File: src/rtl/key_pkg.sv
// Shared types and constants for the keypad scanner.
// Optional auto-repeat is enabled with KEY_SCAN_REPEAT_EN.
package key_pkg;

    localparam int NUM_COLS   = 4;
    localparam int NUM_ROWS   = 5;
    localparam int KEY_CODE_W = 5;

    typedef enum logic [1:0] {
        IDLE,
        PRESS_DB,
        HELD,
        RELEASE_DB
    } key_state_e;

    // Lowest asserted row wins; code is row*4+col.
    function automatic logic [KEY_CODE_W-1:0] key_code(
        input logic [NUM_ROWS-1:0] rows,
        input logic [1:0]          col
    );
        logic [2:0] r;
        r = '0;
        for (int i = NUM_ROWS - 1; i >= 0; i--) begin
            if (rows[i]) r = 3'(i);
        end
        return {r, col};
    endfunction

endpackage

File: src/rtl/key_col_driver.sv
// Column scan timing: one-hot column drive, sample strobe on the
// last cycle of each column slot, frame-end strobe on column 3.
module key_col_driver
    import key_pkg::*;
#(
    parameter int SCAN_DIV = 10000
) (
    input  logic                i_clk,
    input  logic                i_rst,
    output logic [NUM_COLS-1:0] o_key_out,
    output logic [1:0]          o_col,
    output logic                o_sample,
    output logic                o_frame_end
);

    localparam int SW = $clog2(SCAN_DIV);

    logic [SW-1:0] slot_q;
    logic [1:0]    col_q;

    assign o_sample    = (slot_q == SW'(SCAN_DIV - 1));
    assign o_frame_end = o_sample && (col_q == 2'(NUM_COLS - 1));
    assign o_key_out   = NUM_COLS'(1) << col_q;
    assign o_col       = col_q;

    always_ff @(posedge i_clk) begin
        if (i_rst) begin
            slot_q <= '0;
            col_q  <= '0;
        end else if (o_sample) begin
            slot_q <= '0;
            col_q  <= col_q + 2'd1;
        end else begin
            slot_q <= slot_q + SW'(1);
        end
    end

endmodule

File: src/rtl/key_scan.sv
// 4x5 keypad scanner with frame-based press/release debounce.
// Define KEY_SCAN_REPEAT_EN for auto-repeat while a key is held.
module key_scan
    import key_pkg::*;
#(
    parameter int SCAN_DIV        = 10000,
    parameter int DEBOUNCE_FRAMES = 4,
    parameter int REPEAT_FRAMES   = 50
) (
    input  logic                  i_clk,
    input  logic                  i_rst,
    output logic [NUM_COLS-1:0]   o_key_out,
    input  logic [NUM_ROWS-1:0]   i_key_in,
    output logic [KEY_CODE_W-1:0] o_key_code,
    output logic                  o_key_valid,
    output logic                  o_key_held
);

    if (SCAN_DIV < 2 || DEBOUNCE_FRAMES < 1 || REPEAT_FRAMES < 1)
    begin : g_bad_params
        $error("key_scan: invalid parameters");
    end

    localparam int CW = $clog2(DEBOUNCE_FRAMES + 1);

    logic [1:0] col;
    logic       sample;
    logic       frame_end;

    key_col_driver #(
        .SCAN_DIV (SCAN_DIV)
    ) u_col (
        .i_clk       (i_clk),
        .i_rst       (i_rst),
        .o_key_out   (o_key_out),
        .o_col       (col),
        .o_sample    (sample),
        .o_frame_end (frame_end)
    );

    logic                  found_q;
    logic [KEY_CODE_W-1:0] cand_q;
    logic                  frame_any;
    logic [KEY_CODE_W-1:0] frame_code;

    // Column 3 is folded in combinationally at frame end.
    assign frame_any  = found_q || (|i_key_in);
    assign frame_code = found_q ? cand_q : key_code(i_key_in, col);

    always_ff @(posedge i_clk) begin
        if (i_rst || frame_end) begin
            found_q <= 1'b0;
            cand_q  <= '0;
        end else if (sample && !found_q && (|i_key_in)) begin
            found_q <= 1'b1;
            cand_q  <= key_code(i_key_in, col);
        end
    end

    key_state_e            state_q, state_d;
    logic [CW-1:0]         cnt_q, cnt_d;
    logic [KEY_CODE_W-1:0] lat_q, lat_d;
    logic [KEY_CODE_W-1:0] code_q, code_d;
    logic                  valid_q, valid_d;
    logic                  same;

    assign same = frame_any && (frame_code == lat_q);

`ifdef KEY_SCAN_REPEAT_EN
    localparam int RW = $clog2(REPEAT_FRAMES + 1);
    logic [RW-1:0] rep_q, rep_d;
`endif

    always_comb begin
        state_d = state_q;
        cnt_d   = cnt_q;
        lat_d   = lat_q;
        code_d  = code_q;
        valid_d = 1'b0;
`ifdef KEY_SCAN_REPEAT_EN
        rep_d   = rep_q;
`endif
        if (frame_end) begin
            unique case (state_q)
                IDLE: begin
                    if (frame_any) begin
                        lat_d = frame_code;
                        if (DEBOUNCE_FRAMES == 1) begin
                            state_d = HELD;
                            code_d  = frame_code;
                            valid_d = 1'b1;
                            cnt_d   = '0;
                        end else begin
                            state_d = PRESS_DB;
                            cnt_d   = CW'(1);
                        end
                    end
                end
                PRESS_DB: begin
                    if (!same) begin
                        state_d = IDLE;
                        cnt_d   = '0;
                    end else if (cnt_q == CW'(DEBOUNCE_FRAMES - 1)) begin
                        state_d = HELD;
                        code_d  = lat_q;
                        valid_d = 1'b1;
                        cnt_d   = '0;
                    end else begin
                        cnt_d = cnt_q + CW'(1);
                    end
                end
                HELD: begin
                    if (!same) begin
                        state_d = (DEBOUNCE_FRAMES == 1) ? IDLE : RELEASE_DB;
                        cnt_d   = (DEBOUNCE_FRAMES == 1) ? '0 : CW'(1);
                    end
`ifdef KEY_SCAN_REPEAT_EN
                    else if (rep_q == RW'(REPEAT_FRAMES - 1)) begin
                        valid_d = 1'b1;
                        rep_d   = '0;
                    end else begin
                        rep_d = rep_q + RW'(1);
                    end
`endif
                end
                RELEASE_DB: begin
                    if (same) begin
                        state_d = HELD;
                        cnt_d   = '0;
                    end else if (cnt_q == CW'(DEBOUNCE_FRAMES - 1)) begin
                        state_d = IDLE;
                        cnt_d   = '0;
                    end else begin
                        cnt_d = cnt_q + CW'(1);
                    end
                end
                default: begin
                    state_d = IDLE;
                    cnt_d   = '0;
                end
            endcase
        end
`ifdef KEY_SCAN_REPEAT_EN
        // Repeat period restarts on every entry to or exit from HELD.
        if (state_q != HELD || state_d != HELD) rep_d = '0;
`endif
    end

    always_ff @(posedge i_clk) begin
        if (i_rst) begin
            state_q <= IDLE;
            cnt_q   <= '0;
            lat_q   <= '0;
            code_q  <= '0;
            valid_q <= 1'b0;
        end else begin
            state_q <= state_d;
            cnt_q   <= cnt_d;
            lat_q   <= lat_d;
            code_q  <= code_d;
            valid_q <= valid_d;
        end
    end

`ifdef KEY_SCAN_REPEAT_EN
    always_ff @(posedge i_clk) begin
        if (i_rst) rep_q <= '0;
        else       rep_q <= rep_d;
    end
`endif

    assign o_key_code  = code_q;
    assign o_key_valid = valid_q;
    assign o_key_held  = (state_q == HELD) || (state_q == RELEASE_DB);

endmodule

File: config.mk
export PLATFORM = sky130hd
export DESIGN_NAME = key_scan
export DESIGN_NICKNAME = d
export VERILOG_FILES = /design/src/rtl/key_pkg.sv /design/src/rtl/key_col_driver.sv /design/src/rtl/key_scan.sv
export SDC_FILE = /design/constraint.sdc
export NUM_CORES = 1
export LEC_CHECK = 0
export ABC_AREA = 1
export BUFFER_PORTS_ARGS = -buffer_cell sky130_fd_sc_hd__buf_2
export CORE_MARGIN = 2
export CORE_UTILIZATION = 50
export DETAILED_ROUTE_END_ITERATION = 10
export GPL_TIMING_DRIVEN = 0
export HOLD_SLACK_MARGIN = 0.06
export PLACE_DENSITY = 0.69
export REMOVE_ABC_BUFFERS = 1
export SETUP_SLACK_MARGIN = 0.02
export SYNTH_ARGS = -nofsm -noshare
export SYNTH_HDL_FRONTEND = slang
export SYNTH_SLANG_ARGS = --single-unit
File: constraint.sdc
create_clock -name i_clk -period 3.4 [get_ports i_clk]
set_input_delay 0.34 -clock i_clk [delete_from_list [all_inputs] [get_ports i_clk]]
set_output_delay 0.34 -clock i_clk [all_outputs]
set_load 0.005 [all_outputs]
==> results.yml, run 1 <==
outcome:
  status: "finished, final reports clean"
route:
  drt_first_iter_violations: 95
  wl_per_cell_um: 11.3
  via_per_inst: 5.05
  wl_mm: 4.23
  drc_errors: 0
  vias: 1892
  dr.pass1.iters: 4
  ant_nets: 0
timing:
  fmax_mhz: 508
  finClkSkew_ns: 0.00658
  setup_tns_ns: 0
  finalHoldViolations: 0
  timing.final.crit_share: 0.579
  setup_viol: 0
  maxSlewHeadroom: 0.626
  rsz0062_at_grt: "false"
  holdWs_ns: 0.352
  tightest_slew_ns: 0.560
  slew_violations: 0
  finalCriticalPeriod_ns: 1.97
  setup_slack_ns: 1.43
placement:
  dp_slack_ns: 1.43
  gp_congestion: 0.794
  place_inst: 367
  dpl_cell_area_um2: 2240
  port_buffers: 17
  hpwl_mm: 3.19
power:
  p_clk_frac: 0.398
  seqPwrFrac: 0.552
  max-vdd-ir-drop_mv: 0.289
  comb_power_share: 0.050
  p_leak_nw: 1.09
  power_density_nw_per_um2: 349
  power.internal_mw: 0.625
  switchingPower_mw: 0.189
  sw_frac_of_total: 0.232
  power_mw: 0.814
synth:
  ys_seq_area_frac: 0.357
  synth_top_area_frac: 0.357
  yosysTopAreaCell: "dfxtp_1"
  synth.most_common_cell: "nand2_1"
  synth_cell_types: 35
  ys_ff_latch: 38
  syn_inst: 305
  ys.flop_type: "dfxtp_1"
  synthTopCellsByCount: "67 x nand2_1, 42 x inv_1, 38 x dfxtp_1"
  synth_area_leaders: "dfxtp_1 36%, nand2_1 12%, inv_1 7.4%"
  synth-edff-count: 0
  syn_area_um2: 2130
  yosysWarnings: 0
  async_flop_share: 0
  syn_avg_cell_area_um2: 6.98
clocking:
  tritoncts_num_sinks: 38
  clk_latency_ns: 0.30
  ctsResizeCount: 0
  cts_root_buffer: "clkbuf_8"
  clk_pin_slew_ns: 0.08
  cts_hold_buf: 0
  cts_made_buffers: 5
  cts_setup_buffers: 0
  cts_tree: "yes"
  cts_buffer_depth: 2
  htree_levels: 2
finish:
  fin_area_um2: 2330
  fin_cells: 375
  fillers: 413
  fin_util: 0.574
  nNetsFinal: 337
  final_layout_size_suffix_gt1_frac: 0.185
  area_growth_pct: 9.46
  diodes: 0
critical_path:
  worstReg2RegEnd: "state_q[0]"
  cpMostUsedCell: "nand2_1"
  critPathCapture: "state_q[0]"
  cp-end-kind: "flip-flop"
  crit_arrival_ns: 2.17
  r2r_setup_slack_ns: 1.43
  path_cells: "nand2_2, nand2_2, nand2_1, nand2_1, nand3_2, nor2_1, nand3_1, nand2_1, nand2_1, nand2_1, nand2_1, nand2_1, nor2_1"
  r2r_cells: 13
  critPathLaunchType: "flip-flop"
  reg2reg_from: "found_q"
  required_ns: 3.60
  max_stage_delay_ns: 0.68
  crit_start: "found_q"
  cp_max_fo: 9
  crit_slowest_cell: "dfxtp_1"
  critPathKind: "reg -> reg"
grt:
  grt.overflow.total: 0
  antenna_found_initial: 0
  grt_pass1_wl_mm: 7.54
  grt_pass1_vias: 1763
  grt_max_degree: 12
  grt_use_total: 0.189
floorplanning:
  die_h_um: 69.3
  core_area_um2: 4060
  std_cell_rows: 23
  ios: 18
  die_x_um: 69.3
  die-area_um2: 4800
  initial_core_util: 0.525
min_path:
  holdCritPathClass: "in -> reg"
  hold-path-cell-count: 2
run:
  max_cap_violations: 0
-- layout by cell type (no fill, tap or decap), types with 4 or more instances in the layout --
cell type / n
a21oi_1: 21
nor2_2: 4
nor2_1: 36
dfxtp_1: 38
clkbuf_8: 6
ha_1: 6
nand2_2: 9
nand2_1: 67
inv_1: 42
buf_2: 17
nand3_1: 18
nor3_1: 7
nand4_1: 5
inv_2: 6
o21bai_1: 4
o21ai_0: 7
-- worst min path at each step --
stage                               start              end  slack [ns]
final                               i_rst         cnt_q[1]        0.35
after global routing                i_rst      o_key_valid        0.37
after CTS                           i_rst         lat_q[2]        0.35
after detailed placement  u_col.slot_q[0]  u_col.slot_q[0]        0.45
after global placement    u_col.slot_q[0]  u_col.slot_q[0]        0.43
after floorplan                     i_rst         cnt_q[1]        0.41
-- sequential cells by signal (all words and copies together) (netlist names), named ones only --
name / flops
u_col.slot_q: 14
u_col.o_col: 2
cand_q: 5
o_key_code: 5
lat_q: 5
found_q: 1
state_q: 1
cnt_q: 3
o_key_valid: 1
-- cell families after synthesis --
kind of cell | share of synthesized area
AOI/OAI and AO/OA | 0.102
xor gates and xnor gates | 0.00823
DFF | 0.357
buffers and inverters | 0.109
adders and majority gates | 0.0353
and+or+nand+nor | 0.388
-- layer usage --
metal	global-route usage	up-vias	share of wire
met4	0.0610	0	0.012
met1	0.230	855	0.46
met2	0.325	27	0.49
li1	-	1005	-
met5	0	-	0
met3	0.0494	5	0.037
-- power groups by stage --
stage,sequential (mW),clock [mW],combinational (mW)
detailed placement,0.460,0,0.0412
global route,0.450,0.353,0.0471
CTS,0.450,0.331,0.0412
floorplan,0.459,0,0.0279
finish,0.450,0.324,0.0406
global placement,0.460,0,0.0400
-- layout make-up --
cell class,instances,area (um2),share of cell area
multi-input cells,212,1140,0.487
flip-flops and latches,38,761,0.326
inverters,50,195,0.0837
clock buffers,7,86.3,0.0370
repair buffers,17,85.1,0.0365
well taps,50,62.6,0.0268
clock inverters,1,5.00,0.00215
-- worst max-delay path, delay by kind of cell (launching register included) --
kind / cells / cell delay [ns]
and+or+nand+nor: 13 / 1.19
DFF: 1 / 0.68
No activity file was read; power rests on OpenSTA's default activity.
==> inputs of run 2 (changes only) <==
- clock period: 3.4 -> 1.9 ns (I/O delays scaled with it)
==> results.yml, run 2 (same netlist as run 1, synthesis figures left out) <==
timing:
  finalHoldViolations: 0
  setup_viol: 0
  setup_tns_ns: 0
  maxSlewHeadroom: 0.744
  setup_slack_ns: 0.110
  finalCriticalPeriod_ns: 1.79
  fmax_mhz: 559
  timing.final.crit_share: 0.942
  tightest_slew_ns: 0.383
  slew_violations: 0
  finClkSkew_ns: 0.00854
  rsz0062_at_grt: "true"
floorplanning:
  ios: 18
  core_area_um2: 4060
  die_h_um: 69.3
  die_x_um: 69.3
  std_cell_rows: 23
  initial_core_util: 0.525
  die-area_um2: 4800
finish:
  fillers: 398
  final_common_cell: "nand2_1"
  fin_util: 0.612
  area_growth_pct: 16.6
  final_layout_size_suffix_gt1_frac: 0.242
  largest_reg_flops: 14
  fin_cells: 385
  largest-register: "u_col.slot_q"
  fin_area_um2: 2480
  diodes: 0
  nNetsFinal: 347
  layout_common_cells: "63 x nand2_1, 42 x inv_1, 35 x dfxtp_1"
route:
  drc_errors: 0
  wl_per_cell_um: 11.6
  vias: 1934
  dr.pass1.iters: 4
  ant_nets: 0
  drt_first_iter_violations: 120
  wl_mm: 4.47
  via_per_inst: 5.02
power:
  max-vdd-ir-drop_mv: 0.531
  sw_frac_of_total: 0.236
  comb_power_share: 0.055
  switchingPower_mw: 0.348
  power.internal_mw: 1.12
  p_leak_nw: 1.19
  p_clk_frac: 0.397
  seqPwrFrac: 0.548
  power_density_nw_per_um2: 592
critical_path:
  critPathKind: "reg -> reg"
  r2r_setup_slack_ns: 0.11
  cp_max_fo: 5
  crit_arrival_ns: 1.99
  worstReg2RegEnd: "cnt_q[0]"
  crit_start: "u_col.slot_q[1]"
  critPathLaunchType: "flip-flop"
  r2r_cells: 12
  reg2reg_from: "u_col.slot_q[1]"
  cp-end-kind: "flip-flop"
  required_ns: 2.10
clocking:
  cts_root_buffer: "clkbuf_8"
  htree_levels: 2
  clk_latency_ns: 0.30
  cts_buffer_depth: 2
  cts_hold_buf: 0
  cts_made_buffers: 5
  clk_pin_slew_ns: 0.08
  cts_tree: "yes"
  tritoncts_num_sinks: 38
grt:
  grt.overflow.total: 0
  grt_max_degree: 12
  grt_pass1_wl_mm: 7.60
  grt_use_total: 0.191
  grt_pass1_vias: 1768
  antenna_found_initial: 0
outcome:
  status: "finished, final reports clean"
placement:
  dp_slack_ns: -0.0698
  port_buffers: 17
  place_inst: 367
  gp_congestion: 0.794
  dpl_cell_area_um2: 2240
  hpwl_mm: 3.19
min_path:
  holdCritPathClass: "in -> reg"
  hold-path-cell-count: 2
  worstHoldStart: "i_rst"
  hold_end: "cnt_q[1]"
run:
  max_cap_violations: 0
==> run 2: routing by layer <==
metal  up-vias  share of wire  track usage
met5         -              0            0
met4         0          0.017       0.0610
met3         8          0.035       0.0494
met2        29           0.49        0.330
met1       871           0.45        0.230
li1       1026              -            -
==> run 2: worst max-delay path, stage by stage (launching register included) <==
cell and delay [ns]:
dfxtp_2 0.35, ha_4 0.14, nand2_2 0.07, nor2_4 0.13
inv_2 0.07, nor2_4 0.15, nand3b_4 0.15, nor3_4 0.27
nand2_2 0.10, inv_2 0.08, nand2_1 0.05, nor2_1 0.10
nor2_1 0.05
==> run 2: how the worst max path moves through the flow <==
stage / to / slack, ns
2_1_floorplan: o_key_code[0] / 0.24
4_1_cts: cand_q[4] / 0.02
5_1_grt: cnt_q[0] / -0.04
3_3_place_gp: o_key_code[0] / -0.07
3_5_place_dp: o_key_code[4] / -0.07
6_report: cnt_q[0] / 0.11
==> run 2: layout make-up <==
cell class                 instances  area (um2)  area share
tap                               50        62.6      0.0252
clock inverter                     1        5.00     0.00202
multi-input combinational        212        1210       0.486
clock buffer                       7        86.3      0.0348
inverter                          50         195      0.0786
timing repair buffer              27         160      0.0645
sequential                        38         767       0.309
==> run 2: timing repair <==
action                                 in CTS  in global routing
setup buffers                               0                 10
resized for setup                           6                 13
setup endpoints to repair                  17                 21
pin swaps                                   0                  8
endpoints found under the hold margin       0                  0
==> run 2: power groups by stage <==
stage	Sequential, mW	Clock [mW]	Combinational (mW)
after CTS	0.805	0.593	0.0752
after global placement	0.823	0	0.0715
final	0.806	0.584	0.0813
after detailed placement	0.823	0	0.0737
after floorplan	0.822	0	0.0500
after global routing	0.806	0.631	0.0926
==> run 2: per-stage QoR <==
stage	power [mW]	hold WS (ns)
finish	1.47	0.209
global route	1.53	0.222
CTS	1.47	0.207
detailed placement	0.897	0.446
global placement	0.894	0.432
floorplan	0.872	0.259
==> inputs of run 3 (changes only) <==
- CORE_MARGIN: 2 -> unset
- PLACE_DENSITY: 0.69 -> 0.73
==> results.yml, run 3 (same netlist as run 1, synthesis figures left out) <==
clocking:
  htree_levels: 2
  cts_root_buffer: "clkbuf_8"
  cts_tree: "yes"
  clk_pin_slew_ns: 0.07
  tritoncts_num_sinks: 38
  clk_latency_ns: 0.29
  cts_buffer_depth: 2
  cts_made_buffers: 5
floorplanning:
  initial_core_util: 0.525
  die_h_um: 67.3
  die_x_um: 67.3
  die-area_um2: 4520
  ios: 18
  core_area_um2: 4060
  std_cell_rows: 23
finish:
  final_common_cell: "nand2_1"
  nNetsFinal: 345
  multi_input_area_um2: 1210
  final_layout_size_suffix_gt1_frac: 0.233
  diodes: 0
  regArea_um2: 769
  layout_common_cells: "64 x nand2_1, 42 x inv_1, 35 x nor2_1, 35 x dfxtp_1, 21 x a21oi_1"
  largest-register: "u_col.slot_q"
  fin_util: 0.612
  fillers: 377
  largest_reg_flops: 14
  fin_cells: 381
  fin_area_um2: 2480
  area_growth_pct: 16.7
critical_path:
  r2r_setup_slack_ns: 0.07
  r2r_cells: 11
  critPathKind: "reg -> reg"
  critPathCapture: "cand_q[1]"
  cp_max_fo: 4
  cp-end-kind: "flip-flop"
  reg2reg_from: "u_col.slot_q[0]"
  max_stage_delay_ns: 0.36
  worstReg2RegEnd: "cand_q[1]"
  required_ns: 2.12
  cpMostUsedCell: "nor2_4"
  path_cells: "ha_4, nand2_4, nor2_4, inv_2, nor2_4, nand3b_4, buf_12, nor3_4, buf_6, o21bai_1, a21oi_1"
  critPathLaunchType: "flip-flop"
  crit_family: "simple AND/OR/NAND/NOR gates"
  crit_start: "u_col.slot_q[0]"
  crit_arrival_ns: 2.04
  path_depth: 11
  crit_slowest_cell: "dfxtp_4"
  crit_buf_inv: 3
grt:
  grt.overflow.total: 0
  grt_pass1_wl_mm: 6.89
  grt_pass1_vias: 1630
  antenna_found_initial: 0
  grt_max_degree: 12
  grt_use_total: 0.206
placement:
  dpl_cell_area_um2: 2240
  place_inst: 367
  gp_congestion: 0.855
  dp_slack_ns: -0.0445
  port_buffers: 17
  hpwl_mm: 3.14
route:
  wl_mm: 4.23
  via_per_inst: 5.02
  dr.pass1.iters: 4
  vias: 1914
  ant_nets: 0
  drc_errors: 0
  drt_first_iter_violations: 72
  wl_per_cell_um: 11.1
timing:
  setup_viol: 0
  timing.final.crit_share: 0.961
  slew_violations: 0
  fmax_mhz: 548
  setup_slack_ns: 0.0745
  rsz0062_at_grt: "true"
  finalHoldViolations: 0
  finalCriticalPeriod_ns: 1.83
  maxSlewHeadroom: 0.743
  finClkSkew_ns: 0.00799
  setup_tns_ns: 0
  tightest_slew_ns: 0.385
  holdWs_ns: 0.220
min_path:
  holdCritPathClass: "in -> reg"
power:
  p_leak_nw: 1.20
  power_density_nw_per_um2: 573
  max-vdd-ir-drop_mv: 0.296
  power_mw: 1.42
run:
  max_cap_violations: 0
outcome:
  status: "finished, final reports clean"
-- run 3: what timing repair did --
action	4_1_cts	5_1_grt
gates resized for setup	4	19
hold buffers	0	0
endpoints found under the setup margin	12	24
pin swaps	0	7
setup buffers	0	8
-- run 3: worst reg2reg max path, delay by kind of cell, from the launching register on --
kind | cells | cell delay (ns)
AOI/OAI and AO/OA | 2 | 0.17
adders and majority gates | 1 | 0.14
buffers and inverters | 3 | 0.37
DFF | 1 | 0.36
and+or+nand+nor | 5 | 0.73
-- run 3: report_power, final --
| group | internal, mW | total (mW) | switching [mW] | leakage (nW) |
|---|---|---|---|---|
| Sequential | 0.800 | 0.805 | 0.00510 | 0.308 |
| Clock | 0.280 | 0.539 | 0.259 | 0.0431 |
| Combinational | 0.0291 | 0.0793 | 0.0502 | 0.847 |
| Total | 1.11 | 1.42 | 0.314 | 1.20 |
-- run 3: per-layer routing --
layer	up-vias	track usage	routed length, um
met3	9	0.0473	117
met1	856	0.219	1870
met2	26	0.371	2130
li1	1023	-	-
met4	0	0.117	109
met5	-	0	0
-- run 3: cell type report --
cell class / instances / share of cell area
multi-input combinational: 212 / 0.487
sequential: 38 / 0.310
inverter: 50 / 0.0785
timing repair buffer: 25 / 0.0665
clock buffer: 6 / 0.0332
tap: 50 / 0.0252
-- run 3: worst min-delay path by stage --
stage,start,to,slack [ns],cells after the start
6_report,i_rst,cnt_q[2],0.22,2
5_1_grt,i_rst,lat_q[1],0.22,2
4_1_cts,i_rst,o_key_valid,0.20,2
3_5_place_dp,u_col.slot_q[0],u_col.slot_q[0],0.44,1
3_3_place_gp,u_col.slot_q[0],u_col.slot_q[0],0.43,1
2_1_floorplan,i_rst,cnt_q[1],0.26,1
